File: src/rtl/nor_bus_pkg.sv
// Shared types and helpers for the NOR flash bus scheduler.
package nor_bus_pkg;

  typedef enum logic [2:0] {
    IDLE    = 3'd0,
    SETUP   = 3'd1,
    PULSE   = 3'd2,
    HOLD    = 3'd3,
    WAIT_RY = 3'd4
  } state_e;

  localparam int N_PORTS = 2;
  localparam int TO_W    = 16;

  // The phase counter holds (length - 1), so it needs clog2 of the longest phase.
  function automatic int cnt_w(input int t_setup, input int t_pulse, input int t_hold);
    int m;
    m = t_setup;
    if (t_pulse > m) m = t_pulse;
    else m = m;
    if (t_hold > m) m = t_hold;
    else m = m;
    if (m > 1) return $clog2(m);
    else return 1;
  endfunction

endpackage

File: src/rtl/nor_ry_sync.sv
// Two-flop synchronizer for the asynchronous NOR RY/BY line; resets to ready.
module nor_ry_sync (
  input  logic clk_i,
  input  logic reset_n_i,
  input  logic ry_i,
  output logic ry_s_o
);

  logic r_meta;
  logic r_sync;

  // Synchronizer chain
  always_ff @(posedge clk_i or negedge reset_n_i) begin
    if (!reset_n_i) begin
      r_meta <= 1'b1;
      r_sync <= 1'b1;
    end else begin
      r_meta <= ry_i;
      r_sync <= r_meta;
    end
  end

  assign ry_s_o = r_sync;

endmodule

File: src/rtl/nor_bus_sched.sv
// Two-port round-robin arbiter and setup/strobe/hold sequencer for a shared NOR bus.
// Optional RY/BY busy-wait timeout: define NOR_BUS_SCHED_RY_TIMEOUT_EN.
module nor_bus_sched
  import nor_bus_pkg::*;
#(
  parameter int ADDR_W  = 26,
  parameter int DATA_W  = 16,
  parameter int T_SETUP = 2,
  parameter int T_PULSE = 6,
  parameter int T_HOLD  = 2,
  parameter int TO_CYC  = 65535
) (
  input  logic               clk_i,
  input  logic               reset_n_i,
  input  logic [N_PORTS-1:0] req_i,
  input  logic [N_PORTS-1:0] we_i,
  input  logic [ADDR_W-1:0]  addr0_i,
  input  logic [ADDR_W-1:0]  addr1_i,
  input  logic [DATA_W-1:0]  wdata0_i,
  input  logic [DATA_W-1:0]  wdata1_i,
  output logic [N_PORTS-1:0] ack_o,
  output logic [DATA_W-1:0]  rdata_o,
  output logic               err_o,
  output logic               busy_o,
  output logic [ADDR_W-1:0]  nor_addr_o,
  output logic [DATA_W-1:0]  nor_data_o,
  output logic               nor_data_oe,
  input  logic [DATA_W-1:0]  nor_data_i,
  output logic               nor_ce_o,
  output logic               nor_oe_o,
  output logic               nor_we_o,
  input  logic               nor_ry_i
);

  localparam int               CNT_W    = cnt_w(T_SETUP, T_PULSE, T_HOLD);
  localparam logic [CNT_W-1:0] CNT_ZERO = {CNT_W{1'b0}};
  localparam logic [CNT_W-1:0] CNT_ONE  = CNT_W'(1'b1);
  localparam logic [CNT_W-1:0] LD_SETUP = CNT_W'(T_SETUP - 1);
  localparam logic [CNT_W-1:0] LD_PULSE = CNT_W'(T_PULSE - 1);
  localparam logic [CNT_W-1:0] LD_HOLD  = CNT_W'(T_HOLD - 1);

  state_e              r_state, w_state_nxt;
  logic [CNT_W-1:0]    r_cnt, w_cnt_nxt;
  logic                r_port, w_port_nxt;
  logic                r_wr, w_wr_nxt;
  logic                r_last, w_last_nxt;
  logic [ADDR_W-1:0]   r_addr, w_addr_nxt;
  logic [DATA_W-1:0]   r_data, w_data_nxt;
  logic [DATA_W-1:0]   r_rdata, w_rdata_nxt;
  logic                r_ce, w_ce_nxt;
  logic                r_oe, w_oe_nxt;
  logic                r_we, w_we_nxt;
  logic                r_doe, w_doe_nxt;
  logic [N_PORTS-1:0]  r_ack, w_ack_nxt;
  logic                r_err, w_err_nxt;
  logic                r_busy, w_busy_nxt;
  logic [N_PORTS-1:0]  w_req;
  logic                w_gnt;
  logic                w_ry_s;
  logic                w_to_hit;

  nor_ry_sync u_ry_sync (
    .clk_i     (clk_i),
    .reset_n_i (reset_n_i),
    .ry_i      (nor_ry_i),
    .ry_s_o    (w_ry_s)
  );

  // The port being acked still shows its old request this cycle, so mask it.
  assign w_req = req_i & ~r_ack;

  // Next-state, next-output and grant logic; strobes are registered from the next state.
  always_comb begin
    w_state_nxt = r_state;
    w_cnt_nxt   = r_cnt;
    w_port_nxt  = r_port;
    w_wr_nxt    = r_wr;
    w_last_nxt  = r_last;
    w_addr_nxt  = r_addr;
    w_data_nxt  = r_data;
    w_rdata_nxt = r_rdata;
    w_ce_nxt    = 1'b1;
    w_oe_nxt    = 1'b1;
    w_we_nxt    = 1'b1;
    w_doe_nxt   = 1'b0;
    w_ack_nxt   = 2'b00;
    w_err_nxt   = 1'b0;
    w_gnt       = 1'b0;
    case (r_state)
      IDLE: begin
        if (w_req != 2'b00) begin
          if (w_req == 2'b11) begin
            w_gnt      = ~r_last;
            w_last_nxt = ~r_last;
          end else begin
            w_gnt = w_req[1];
          end
          w_port_nxt  = w_gnt;
          w_wr_nxt    = we_i[w_gnt];
          w_addr_nxt  = w_gnt ? addr1_i : addr0_i;
          w_data_nxt  = w_gnt ? wdata1_i : wdata0_i;
          w_state_nxt = SETUP;
          w_cnt_nxt   = LD_SETUP;
          w_ce_nxt    = 1'b0;
          w_doe_nxt   = we_i[w_gnt];
        end else begin
          w_state_nxt = IDLE;
        end
      end
      SETUP: begin
        w_ce_nxt  = 1'b0;
        w_doe_nxt = r_wr;
        if (r_cnt == CNT_ZERO) begin
          w_state_nxt = PULSE;
          w_cnt_nxt   = LD_PULSE;
          w_oe_nxt    = r_wr;
          w_we_nxt    = ~r_wr;
        end else begin
          w_cnt_nxt = r_cnt - CNT_ONE;
        end
      end
      PULSE: begin
        w_ce_nxt  = 1'b0;
        w_doe_nxt = r_wr;
        if (r_cnt == CNT_ZERO) begin
          w_state_nxt = HOLD;
          w_cnt_nxt   = LD_HOLD;
          if (!r_wr) w_rdata_nxt = nor_data_i;
          else       w_rdata_nxt = r_rdata;
        end else begin
          w_cnt_nxt = r_cnt - CNT_ONE;
          w_oe_nxt  = r_wr;
          w_we_nxt  = ~r_wr;
        end
      end
      HOLD: begin
        if (r_cnt == CNT_ZERO) begin
          if (w_ry_s) begin
            w_state_nxt = IDLE;
            w_ack_nxt   = r_port ? 2'b10 : 2'b01;
          end else begin
            w_state_nxt = WAIT_RY;
          end
        end else begin
          w_cnt_nxt = r_cnt - CNT_ONE;
          w_ce_nxt  = 1'b0;
          w_doe_nxt = r_wr;
        end
      end
      WAIT_RY: begin
        if (w_ry_s) begin
          w_state_nxt = IDLE;
          w_ack_nxt   = r_port ? 2'b10 : 2'b01;
        end else if (w_to_hit) begin
          w_state_nxt = IDLE;
          w_ack_nxt   = r_port ? 2'b10 : 2'b01;
          w_err_nxt   = 1'b1;
        end else begin
          w_state_nxt = WAIT_RY;
        end
      end
      default: begin
        w_state_nxt = IDLE;
      end
    endcase
    w_busy_nxt = (w_state_nxt != IDLE);
  end

  // State and registered bus/requester outputs
  always_ff @(posedge clk_i or negedge reset_n_i) begin
    if (!reset_n_i) begin
      r_state <= IDLE;
      r_cnt   <= CNT_ZERO;
      r_port  <= 1'b0;
      r_wr    <= 1'b0;
      r_last  <= 1'b1;
      r_addr  <= {ADDR_W{1'b0}};
      r_data  <= {DATA_W{1'b0}};
      r_rdata <= {DATA_W{1'b0}};
      r_ce    <= 1'b1;
      r_oe    <= 1'b1;
      r_we    <= 1'b1;
      r_doe   <= 1'b0;
      r_ack   <= 2'b00;
      r_err   <= 1'b0;
      r_busy  <= 1'b0;
    end else begin
      r_state <= w_state_nxt;
      r_cnt   <= w_cnt_nxt;
      r_port  <= w_port_nxt;
      r_wr    <= w_wr_nxt;
      r_last  <= w_last_nxt;
      r_addr  <= w_addr_nxt;
      r_data  <= w_data_nxt;
      r_rdata <= w_rdata_nxt;
      r_ce    <= w_ce_nxt;
      r_oe    <= w_oe_nxt;
      r_we    <= w_we_nxt;
      r_doe   <= w_doe_nxt;
      r_ack   <= w_ack_nxt;
      r_err   <= w_err_nxt;
      r_busy  <= w_busy_nxt;
    end
  end

`ifdef NOR_BUS_SCHED_RY_TIMEOUT_EN
  logic [TO_W-1:0] r_to;

  // Counts consecutive WAIT_RY cycles; cleared in every other state.
  always_ff @(posedge clk_i or negedge reset_n_i) begin
    if (!reset_n_i) begin
      r_to <= {TO_W{1'b0}};
    end else if (r_state == WAIT_RY) begin
      r_to <= r_to + TO_W'(1'b1);
    end else begin
      r_to <= {TO_W{1'b0}};
    end
  end

  assign w_to_hit = (r_to == TO_W'(TO_CYC - 1));
`else
  logic [TO_W-1:0] w_unused_to;
  assign w_unused_to = TO_W'(TO_CYC);
  assign w_to_hit    = 1'b0;
`endif

  assign ack_o       = r_ack;
  assign rdata_o     = r_rdata;
  assign err_o       = r_err;
  assign busy_o      = r_busy;
  assign nor_addr_o  = r_addr;
  assign nor_data_o  = r_data;
  assign nor_data_oe = r_doe;
  assign nor_ce_o    = r_ce;
  assign nor_oe_o    = r_oe;
  assign nor_we_o    = r_we;

endmodule

File: config.mk
export PLATFORM = sky130hd
export DESIGN_NAME = nor_bus_sched
export DESIGN_NICKNAME = d
export VERILOG_FILES = /design/src/rtl/nor_bus_pkg.sv /design/src/rtl/nor_ry_sync.sv /design/src/rtl/nor_bus_sched.sv
export SDC_FILE = /design/constraint.sdc
export NUM_CORES = 1
export LEC_CHECK = 0
export BUFFER_PORTS_ARGS = -buffer_cell sky130_fd_sc_hd__buf_4
export CORE_MARGIN = 2
export CORE_UTILIZATION = 37
export CTS_CLUSTER_SIZE = 8
export DETAILED_ROUTE_END_ITERATION = 8
export GPL_ROUTABILITY_DRIVEN = 0
export PLACE_DENSITY = 0.63
export SYNTH_ARGS = -nofsm -noshare
export SYNTH_HDL_FRONTEND = slang
export SYNTH_HIERARCHICAL = 1
export SYNTH_SLANG_ARGS = --single-unit
File: constraint.sdc
create_clock -name clk_i -period 3.61 [get_ports clk_i]
set_input_delay 0.722 -clock clk_i [delete_from_list [all_inputs] [get_ports clk_i]]
set_output_delay 0.722 -clock clk_i [all_outputs]
set_load 0.01 [all_outputs]
**Word level (Yosys, flattened, before mapping)**

Index checks and enable logic that the tools add are counted.

- Bits in registers: 76
- Bits in latches: 0
- Memory bits (writable): 0
- Bits in read-only memories: 0
- Bits of input ports: 107
- Output and inout bits: 66
- Word-level logic and storage cells: 73
- Memories kept: 0

- Add/sub/neg operators: 1
- Multipliers: 0
- Divide/modulo/power cells: 0
- Order comparisons: 1
- Eq/ne operators: 7
- Shifts and indexed selects: 0
- Mux-type cells: 34
- Bitwise gates (word level): 4
- Reductions and logical operators: 10

Operators with widths:

| cell | number |
|---|---|
| 26-bit 2-to-1 mux | 1 |
| 3-bit 2-to-1 mux | 8 |
| 16-bit 2-to-1 mux | 1 |
| 3-bit case mux with 5 select lines | 1 |
| 1-bit 2-to-1 mux | 14 |
| 3-bit case mux with 4 select lines | 1 |
| 3-bit AND reduction | 3 |
| 3-bit by 2-bit == test with 1-bit output (second input constant) | 2 |
| 3-bit logical NOT | 2 |
| 2-bit 2-to-1 mux | 3 |
| 1-bit case mux with 3 select lines | 2 |
| 2-bit != test (second input constant) | 2 |
| 1-bit case mux with 2 select lines | 2 |
| 2-bit case mux with 2 select lines | 1 |
| 4-bit nonzero test | 1 |
| 3-bit by 1-bit == test with 1-bit output (second input constant) | 1 |
| 3-bit == test (second input constant) | 1 |
| 3-bit nonzero test | 1 |
| 3-bit by 1-bit subtractor with 3-bit output (second input constant) | 1 |
| 2-bit bitwise AND | 1 |
| 2-bit == test (second input constant) | 1 |
| 1-bit by 2-bit < comparator with 1-bit output (second input constant) | 1 |
| 1-bit inverter | 2 |
| 2-bit inverter | 1 |
| other kinds (3) | 3 |

**Logic depth before layout (Yosys ltp)**

Gate-level depths: netlist (run 1).

- Depth after elaboration: 10
- Mapped depth: 7
- Depth with buffers taken out: 6

**By module**

The synthesis (run 1) kept the hierarchy.

By module, submodules not included:

| module | times used | cells an instance | area each (µm²) | sequential area each (µm²) |
|---|---|---|---|---|
| nor_bus_sched | 1 | 348 | 3294.4 | 1856.8 |
| nor_ry_sync | 1 | 2 | 52.6 | 52.6 |

**Worst setup path before layout (run 1)**

No wires, ideal clock.

- Kind: input -> register
- Start: input port req_i[1]
- End: register r_addr[0], in the netlist nor_addr_o[0]
- Library setup time: 0.082 ns
- Arrival time: 1.617 ns
- Required time: 3.528 ns
- Path slack: 1.911 ns
- Stages on the path: 6
- Buffers on the path: 2
- Cell sequence: nand2b_1 clkbuf_2 a21oi_4 clkbuf_1 nand2_1 a31oi_1

- Longest elaborated chain between the ends: 6
- Elaborated cells between the ends (all ways): 8
- Classes of those cells: eq/ne (1); mux (4); bitwise (1); reduce/logical (2)

RTL lines:

| element | line | RTL |
|---|---|---|
| from (decl) | nor_bus_sched.sv:15 | `input logic [N_PORTS-1:0] req_i,` |
| 2-bit bitwise AND * | nor_bus_sched.sv:70 | `assign w_req = req_i & ~r_ack;` |
| 2-bit == test | nor_bus_sched.sv:92 | `if (w_req == 2'b11) begin` |
| 1-bit 2-to-1 mux | nor_bus_sched.sv:92 |  |
| 1-bit 2-to-1 mux | nor_bus_sched.sv:91 | `if (w_req != 2'b00) begin` |
| 1-bit 2-to-1 mux | nor_bus_sched.sv:89 | `case (r_state)` |
| 26-bit 2-to-1 mux | nor_bus_sched.sv:100 | `w_addr_nxt = w_gnt ? addr1_i : addr0_i;` |
| to (signal assigned) | nor_bus_sched.sv:177 | `r_addr <= {ADDR_W{1'b0}};` |
| to (signal assigned) | nor_bus_sched.sv:193 | `r_addr <= w_addr_nxt;` |
| to (decl) | nor_bus_sched.sv:47 | `logic [ADDR_W-1:0] r_addr, w_addr_nxt;` |

Mark *: on every way between the ends. The rest lies on a longest branch, timed or not. The select of a mux whose other input is x is not followed.
A chain may end at the register's enable or synchronous reset.

**Worst setup path after layout (run 1)**

- Start: input port req_i[0]
- End: register r_data[6], in the netlist nor_data_o[6]

- Longest elaborated chain between the ends: 6
- Elaborated cells between the ends (all ways): 8
- Classes of those cells: eq/ne (1); mux (4); bitwise (1); reduce/logical (2)

RTL lines:

| element | line | RTL |
|---|---|---|
| 2-bit bitwise AND * | nor_bus_sched.sv:70 |  |
| 2-bit == test | nor_bus_sched.sv:92 |  |
| 1-bit 2-to-1 mux | nor_bus_sched.sv:92 |  |
| 1-bit 2-to-1 mux | nor_bus_sched.sv:91 |  |
| 1-bit 2-to-1 mux | nor_bus_sched.sv:89 |  |
| 16-bit 2-to-1 mux | nor_bus_sched.sv:101 | `w_data_nxt = w_gnt ? wdata1_i : wdata0_i;` |
| to (signal assigned) | nor_bus_sched.sv:178 | `r_data <= {DATA_W{1'b0}};` |
| to (signal assigned) | nor_bus_sched.sv:194 | `r_data <= w_data_nxt;` |
| to (decl) | nor_bus_sched.sv:48 | `logic [DATA_W-1:0] r_data, w_data_nxt;` |

Marked as above.

==> impl_metrics.env, run 1 <==
export IMPL_vias=3018
export IMPL_insertion_delay_ps=340
export IMPL_hp_class="flip-flop to flip-flop"
export IMPL_startpoint_type="input pin"
export IMPL_portBuffers=171
export IMPL_routed_wl_mm=8.83
export IMPL_met2_usage_pct=28.8
export IMPL_die_h_um=99.1
export IMPL_grt_max_degree=77
export IMPL_postRouteAntennaNets=0
export IMPL_htree_levels=3
export IMPL_cts_max_path_buffers=2
export IMPL_drive_gt1_share_pct=42.3
export IMPL_ys_ff_latch=76
export IMPL_holdWs_ps=361
export IMPL_fin_skew_ps=12.0
export IMPL_synth_most_common_cell="nand2_1"
export IMPL_grt_pass1_vias=2975
export IMPL_cts_tree="yes"
export IMPL_yosysTopAreaCell="dfrtp_1"
export IMPL_io_pins=173
export IMPL_cts_inserted_buffers=9
export IMPL_diodes=0
export IMPL_cp_max_fo=20
export IMPL_wl_per_cell_um=14.1
export IMPL_instances_no_fill=626
export IMPL_initial_core_util_pct=38.2
export IMPL_track_usage_pct=18.0
export IMPL_layout_setup_ws_ps=1610
export IMPL_endpoint_kind="flip-flop"
export IMPL_grt_first_pass_wirelength_mm=14.1
export IMPL_p_leak_nw=2.39
export IMPL_rsz0062_at_grt="false"
export IMPL_yosysSeqAreaShare_pct=57.0
export IMPL_cp_data_arrival_time_ps=2250
export IMPL_synth_edf_count=0
export IMPL_timing_fmax_mhz=500
export IMPL_syn_area_per_cell_sq_um=9.56
export IMPL_die_area_sq_um=9820
export IMPL_fin_crit_ps=2000
export IMPL_hpwl_mm=6.47
export IMPL_nNetsFinal=622
export IMPL_firstDrtPassIters=4
export IMPL_power_density_nw_per_um2=816
export IMPL_drv_slew=0
export IMPL_drv_cap=0
export IMPL_critPathKind="input pin to flip-flop"
export IMPL_post_cts_buffers=0
export IMPL_use_met3_pct=4.36
export IMPL_relSlewSlack_pct=36.4
export IMPL_clkTransAtPathRegs_ps=80
export IMPL_yosysTopAreaCellShare_pct=52.3
export IMPL_async_flop_share_pct=100
export IMPL_worst_pin_slew_ps=954
export IMPL_num_rows=34
export IMPL_fp_dieW_um=99.1
export IMPL_area_growth_syn_to_layout_pct=47.2
export IMPL_min_period_over_period_pct=55.4
export IMPL_stdcell_area_sq_um=4930
export IMPL_ys_flop_type="dfrtp_1"
export IMPL_top_usage_layer="met2"
export IMPL_preCtsSetupSlack_ps=1220
export IMPL_synthesis_nets=459
export IMPL_yosys_top_cells_count="92 x nand2_1, 70 x dfrtp_1, 52 x nor2_1"
export IMPL_ys_warn_count=6
export IMPL_dp_cells=610
export IMPL_outcome="finished clean"
export IMPL_vias_per_cell=4.82
export IMPL_worstPathRequired_ps=3860
export IMPL_postSynthCellCount=350
export IMPL_final_setup_tns_ps=0
export IMPL_synthDistinctLibCells=35
export IMPL_cts_sinks=76
export IMPL_grt_ovfl_total=0
export IMPL_cts_resized_gates=0
export IMPL_drtIter0Drc=103
export IMPL_coreArea_sq_um=8760
export IMPL_drc=0
export IMPL_met1_usage_pct=23.4
export IMPL_ctsHoldBuffers=0
export IMPL_place_area_sq_um=4690
export IMPL_setup_violations_final=0
export IMPL_hold_viol_final=0
export IMPL_synthTopCellsByArea="dfrtp_1 52%, nand2_1 10%, a31oi_1 8.0%"
export IMPL_ir_drop_mv=0.334
export IMPL_root_buffer="clkbuf_8"
export IMPL_antenna_found_initial=0
export IMPL_synth_cell_area_sq_um=3350
[critical path, cell delays in order]
cell and delay (ps):
buf_4 80, nor2b_1 250, a21o_1 580, buf_4 330, nand2_1 80, a31oi_1 190
[metal layers]
metal | part of all wire (%) | wire length (um) | vias to the layer above
met5 | 0 | 0 | -
met4 | 2.1 | 186 | 0
met3 | 7.7 | 677 | 14
met2 | 47 | 4150 | 122
met1 | 43 | 3820 | 1386
li1 | - | - | 1496
[logic make-up after synthesis]
kind of cell | count (synthesis) | synth area share [%]
and+or+nand+nor | 160 | 19.7
DFF | 76 | 57.0
AOI/OAI and AO/OA | 63 | 11.9
buffers and inverters | 29 | 4.26
muxes | 18 | 5.98
adders and majority gates | 2 | 0.748
other | 1 | 0.112
xor gates and xnor gates | 1 | 0.262
[worst paths after layout]
path / start / end / slack, ps / depth (start not counted)
worst min-delay path: u_ry_sync/r_meta / u_ry_sync/ry_s_o / 360 / 0
worst max register to register: r_cnt[0] / rdata_o[4] / 1630 / 5
max in group asynchronous: reset_n_i / nor_addr_o[20] / 2470 / 1
min in group asynchronous: reset_n_i / r_cnt[0] / 510 / 1
worst min register to register: u_ry_sync/r_meta / u_ry_sync/ry_s_o / 360 / 0
worst max-delay path: req_i[0] / nor_data_o[6] / 1610 / 6
[cell type report]
| class | instances | area, sq um |
|---|---|---|
| timing repair buffer | 176 | 1320 |
| clock inverter | 6 | 113 |
| inverter | 5 | 18.8 |
| tap | 108 | 135 |
| sequential | 76 | 1910 |
| clock buffer | 10 | 128 |
| fill | 805 | 3840 |
| multi-input combinational | 245 | 1300 |
[report_power, final]
part | leakage (nW) | total [mW] | switching, mW | internal, mW
Sequential | 0.862 | 1.52 | 0.246 | 1.27
Combinational | 1.41 | 1.73 | 0.848 | 0.878
Clock | 0.120 | 0.778 | 0.317 | 0.461
Total | 2.39 | 4.02 | 1.41 | 2.61
[sequential cells by signal (all words and copies together), names as in the netlist]
name              cells
u_ry_sync/r_meta      1
nor_we_o              1
r_wr                  1
nor_data_oe           1
rdata_o              16
nor_oe_o              1
r_last                1
r_port                1
ack_o                 2
busy_o                1
u_ry_sync/ry_s_o      1
nor_addr_o           26
nor_data_o           16
nor_ce_o              1
r_cnt                 3
r_state               3
[placed cells by master, fill, tap and decap left out, types with 2 or more instances in the layout]
cell	Yosys	layout
clkinv_4	0	2
a21oi_1	7	7
inv_1	5	5
buf_4	4	176
nand3b_1	2	2
o21ai_0	6	6
a31oi_1	43	43
dfstp_2	6	6
nand2b_1	5	5
mux2i_1	2	2
nor2_1	52	52
bufinv_16	0	3
mux2_2	16	16
clkbuf_8	0	9
ha_1	2	2
dfrtp_1	70	70
nand2_1	92	92
a21oi_4	1	2
[stage by stage]
stage	total power [mW]	utilization, %
final	4.02	56.2
after global routing	4.32	56.2
after detailed placement	3.28	53.5
after floorplan	2.46	-
after global placement	3.24	53.5
after CTS	4.07	56.2
(Power assumes the default switching activity.)
==> inputs of run 2 (changes only) <==
- ABC_AREA: unset -> 1
- PLACE_DENSITY: 0.63 -> 0.62
- clock period: 3.61 -> 1.85 ns (I/O delays scaled with it)
==> impl_metrics.env, run 2 <==
export IMPL_wl_per_cell_um=12.9
export IMPL_synth_edf_count=0
export IMPL_cts_inserted_buffers=9
export IMPL_outcome="finished clean"
export IMPL_synth_most_common_cell="nand2_1"
export IMPL_critPathKind="flip-flop to flip-flop"
export IMPL_track_usage_pct=19.3
export IMPL_grt_max_degree=44
export IMPL_ir_drop_mv=0.763
export IMPL_ys_ff_latch=76
export IMPL_p_leak_nw=3.04
export IMPL_firstDrtPassIters=4
export IMPL_fillers=1000
export IMPL_clkTransAtPathRegs_ps=80
export IMPL_layout_setup_ws_ps=293
export IMPL_nNetsFinal=761
export IMPL_io_pins=173
export IMPL_die_h_um=104
export IMPL_diodes=0
export IMPL_stdcell_area_sq_um=5240
export IMPL_holdWs_ps=143
export IMPL_fin_crit_ps=1560
export IMPL_synth_cell_area_sq_um=3670
export IMPL_root_buffer="clkbuf_8"
export IMPL_die_area_sq_um=10700
export IMPL_worstPathRequired_ps=2120
export IMPL_yosysTopAreaCell="dfrtp_1"
export IMPL_grt_pass1_vias=3597
export IMPL_postRouteAntennaNets=0
export IMPL_timing_fmax_mhz=642
export IMPL_final_setup_tns_ps=0
export IMPL_rsz0062_at_grt="false"
export IMPL_vias=3624
export IMPL_ff2ff_path_depth=8
export IMPL_preCtsSetupSlack_ps=298
export IMPL_mostFrequentLayoutCells="254 x nand2_1, 179 x buf_4, 70 x dfrtp_1"
export IMPL_min_path_cells=1
export IMPL_vias_per_cell=4.59
export IMPL_antenna_found_initial=0
export IMPL_fin_skew_ps=8.91
export IMPL_startpoint_type="flip-flop"
export IMPL_synthDistinctLibCells=26
export IMPL_drv_slew=0
export IMPL_drive_gt1_share_pct=32.1
export IMPL_post_cts_buffers=0
export IMPL_yosysTopAreaCellShare_pct=47.7
export IMPL_hp_class="input pin to flip-flop"
export IMPL_total_power_mw=7.54
export IMPL_ys_flop_type="dfrtp_1"
export IMPL_initial_core_util_pct=37.9
export IMPL_ys_warn_count=6
export IMPL_synthesis_nets=593
export IMPL_ctsHoldBuffers=1
export IMPL_grt_ovfl_total=0
export IMPL_drv_cap=0
export IMPL_cp_max_fo=20
export IMPL_drc=0
export IMPL_setup_violations_final=0
export IMPL_place_area_sq_um=5070
export IMPL_postSynthCellCount=484
export IMPL_insertion_delay_ps=330
export IMPL_num_rows=36
export IMPL_final_common_cell="nand2_1"
export IMPL_synthTopCellsByArea="dfrtp_1 48%, nand2_1 26%, nand3_1 6.7%"
export IMPL_min_period_over_period_pct=84.2
export IMPL_hpwl_mm=7.63
export IMPL_htree_levels=3
export IMPL_yosys_top_cells_count="254 x nand2_1, 70 x dfrtp_1, 49 x nand3_1"
export IMPL_largest_reg_flops=26
export IMPL_routed_wl_mm=10.2
export IMPL_grt_first_pass_wirelength_mm=17.1
export IMPL_area_growth_syn_to_layout_pct=42.7
export IMPL_cts_max_path_buffers=2
export IMPL_endpoint_kind="flip-flop"
export IMPL_cts_tree="yes"
export IMPL_fp_dieW_um=104
export IMPL_syn_area_per_cell_sq_um=7.59
export IMPL_yosysSeqAreaShare_pct=52.0
export IMPL_cts_sinks=76
export IMPL_coreArea_sq_um=9680
export IMPL_async_flop_share_pct=100
export IMPL_cts_resized_gates=0
export IMPL_power_density_nw_per_um2=1440
export IMPL_cp_data_arrival_time_ps=1820
export IMPL_hold_viol_final=0
export IMPL_drtIter0Drc=195
export IMPL_portBuffers=171
## run 2: cell types whose count changed in the layout (fill, tap and decap cells not counted), sizes merged, moves of 13 or more
cell / change
mux2: -16
nor2: -43
a31oi: -43
o21ai: +13
nand2: +165
inv: +29
nand3: +49
## run 2: metrics by stage
stage               util (%)  cells
finish                  54.1    790
global route            54.1    790
CTS                     54.1    790
detailed placement      52.3    773
global placement        52.3    773
floorplan                  -    484
## run 2: logic make-up after synthesis
family          after synthesis  synth area share [%]
fa+ha+maj                     2                 0.681
simple gates                321                  35.8
compound gates               23                  3.24
xor+xnor                      2                 0.477
buf+inv                      59                  7.73
flops                        76                  52.0
other cells                   1                 0.102
## run 2: worst max-delay path, cell delays in order (launching register included)
cell	delay, ps
dfrtp_1	470
inv_2	140
nand2_4	80
nor2_4	90
nand2_2	150
inv_2	90
buf_4	230
nand3_1	150
nand2_1	80
## run 2: path summary, 6_finish.rpt
| path | startpoint | to | slack, ps |
|---|---|---|---|
| min | nor_ry_i | u_ry_sync/r_meta | 140 |
| max | r_state[1] | r_wr | 290 |
| min reg2reg | u_ry_sync/r_meta | u_ry_sync/ry_s_o | 370 |
| max reg2reg | r_state[1] | r_wr | 290 |
| min in group asynchronous | reset_n_i | nor_addr_o[4] | 400 |
| max in group asynchronous | reset_n_i | u_ry_sync/ry_s_o | 820 |
## run 2: final cells by class
cell class	instances	area, sq um	share of cell area [%]
flip-flops and latches	76	1910	36.4
multi-input cells	349	1480	28.2
clock inverters	3	15.0	0.286
inverters	34	128	2.43
clock buffers	13	149	2.84
well taps	133	166	3.17
repair buffers	182	1390	26.6
## run 2: power breakdown
| part | switching (mW) | total, mW | internal, mW |
|---|---|---|---|
| Combinational | 1.95 | 3.56 | 1.62 |
| Sequential | 0.454 | 2.89 | 2.44 |
| Clock | 0.569 | 1.09 | 0.520 |
## run 2: routing by layer
| metal | vias to the layer above | wire, um | track usage (%) |
|---|---|---|---|
| met5 | - | 0 | 0 |
| met4 | 0 | 120 | 5.98 |
| met3 | 10 | 893 | 5.85 |
| met2 | 159 | 4540 | 30.3 |
| met1 | 1632 | 4660 | 25.6 |
| li1 | 1823 | - | - |
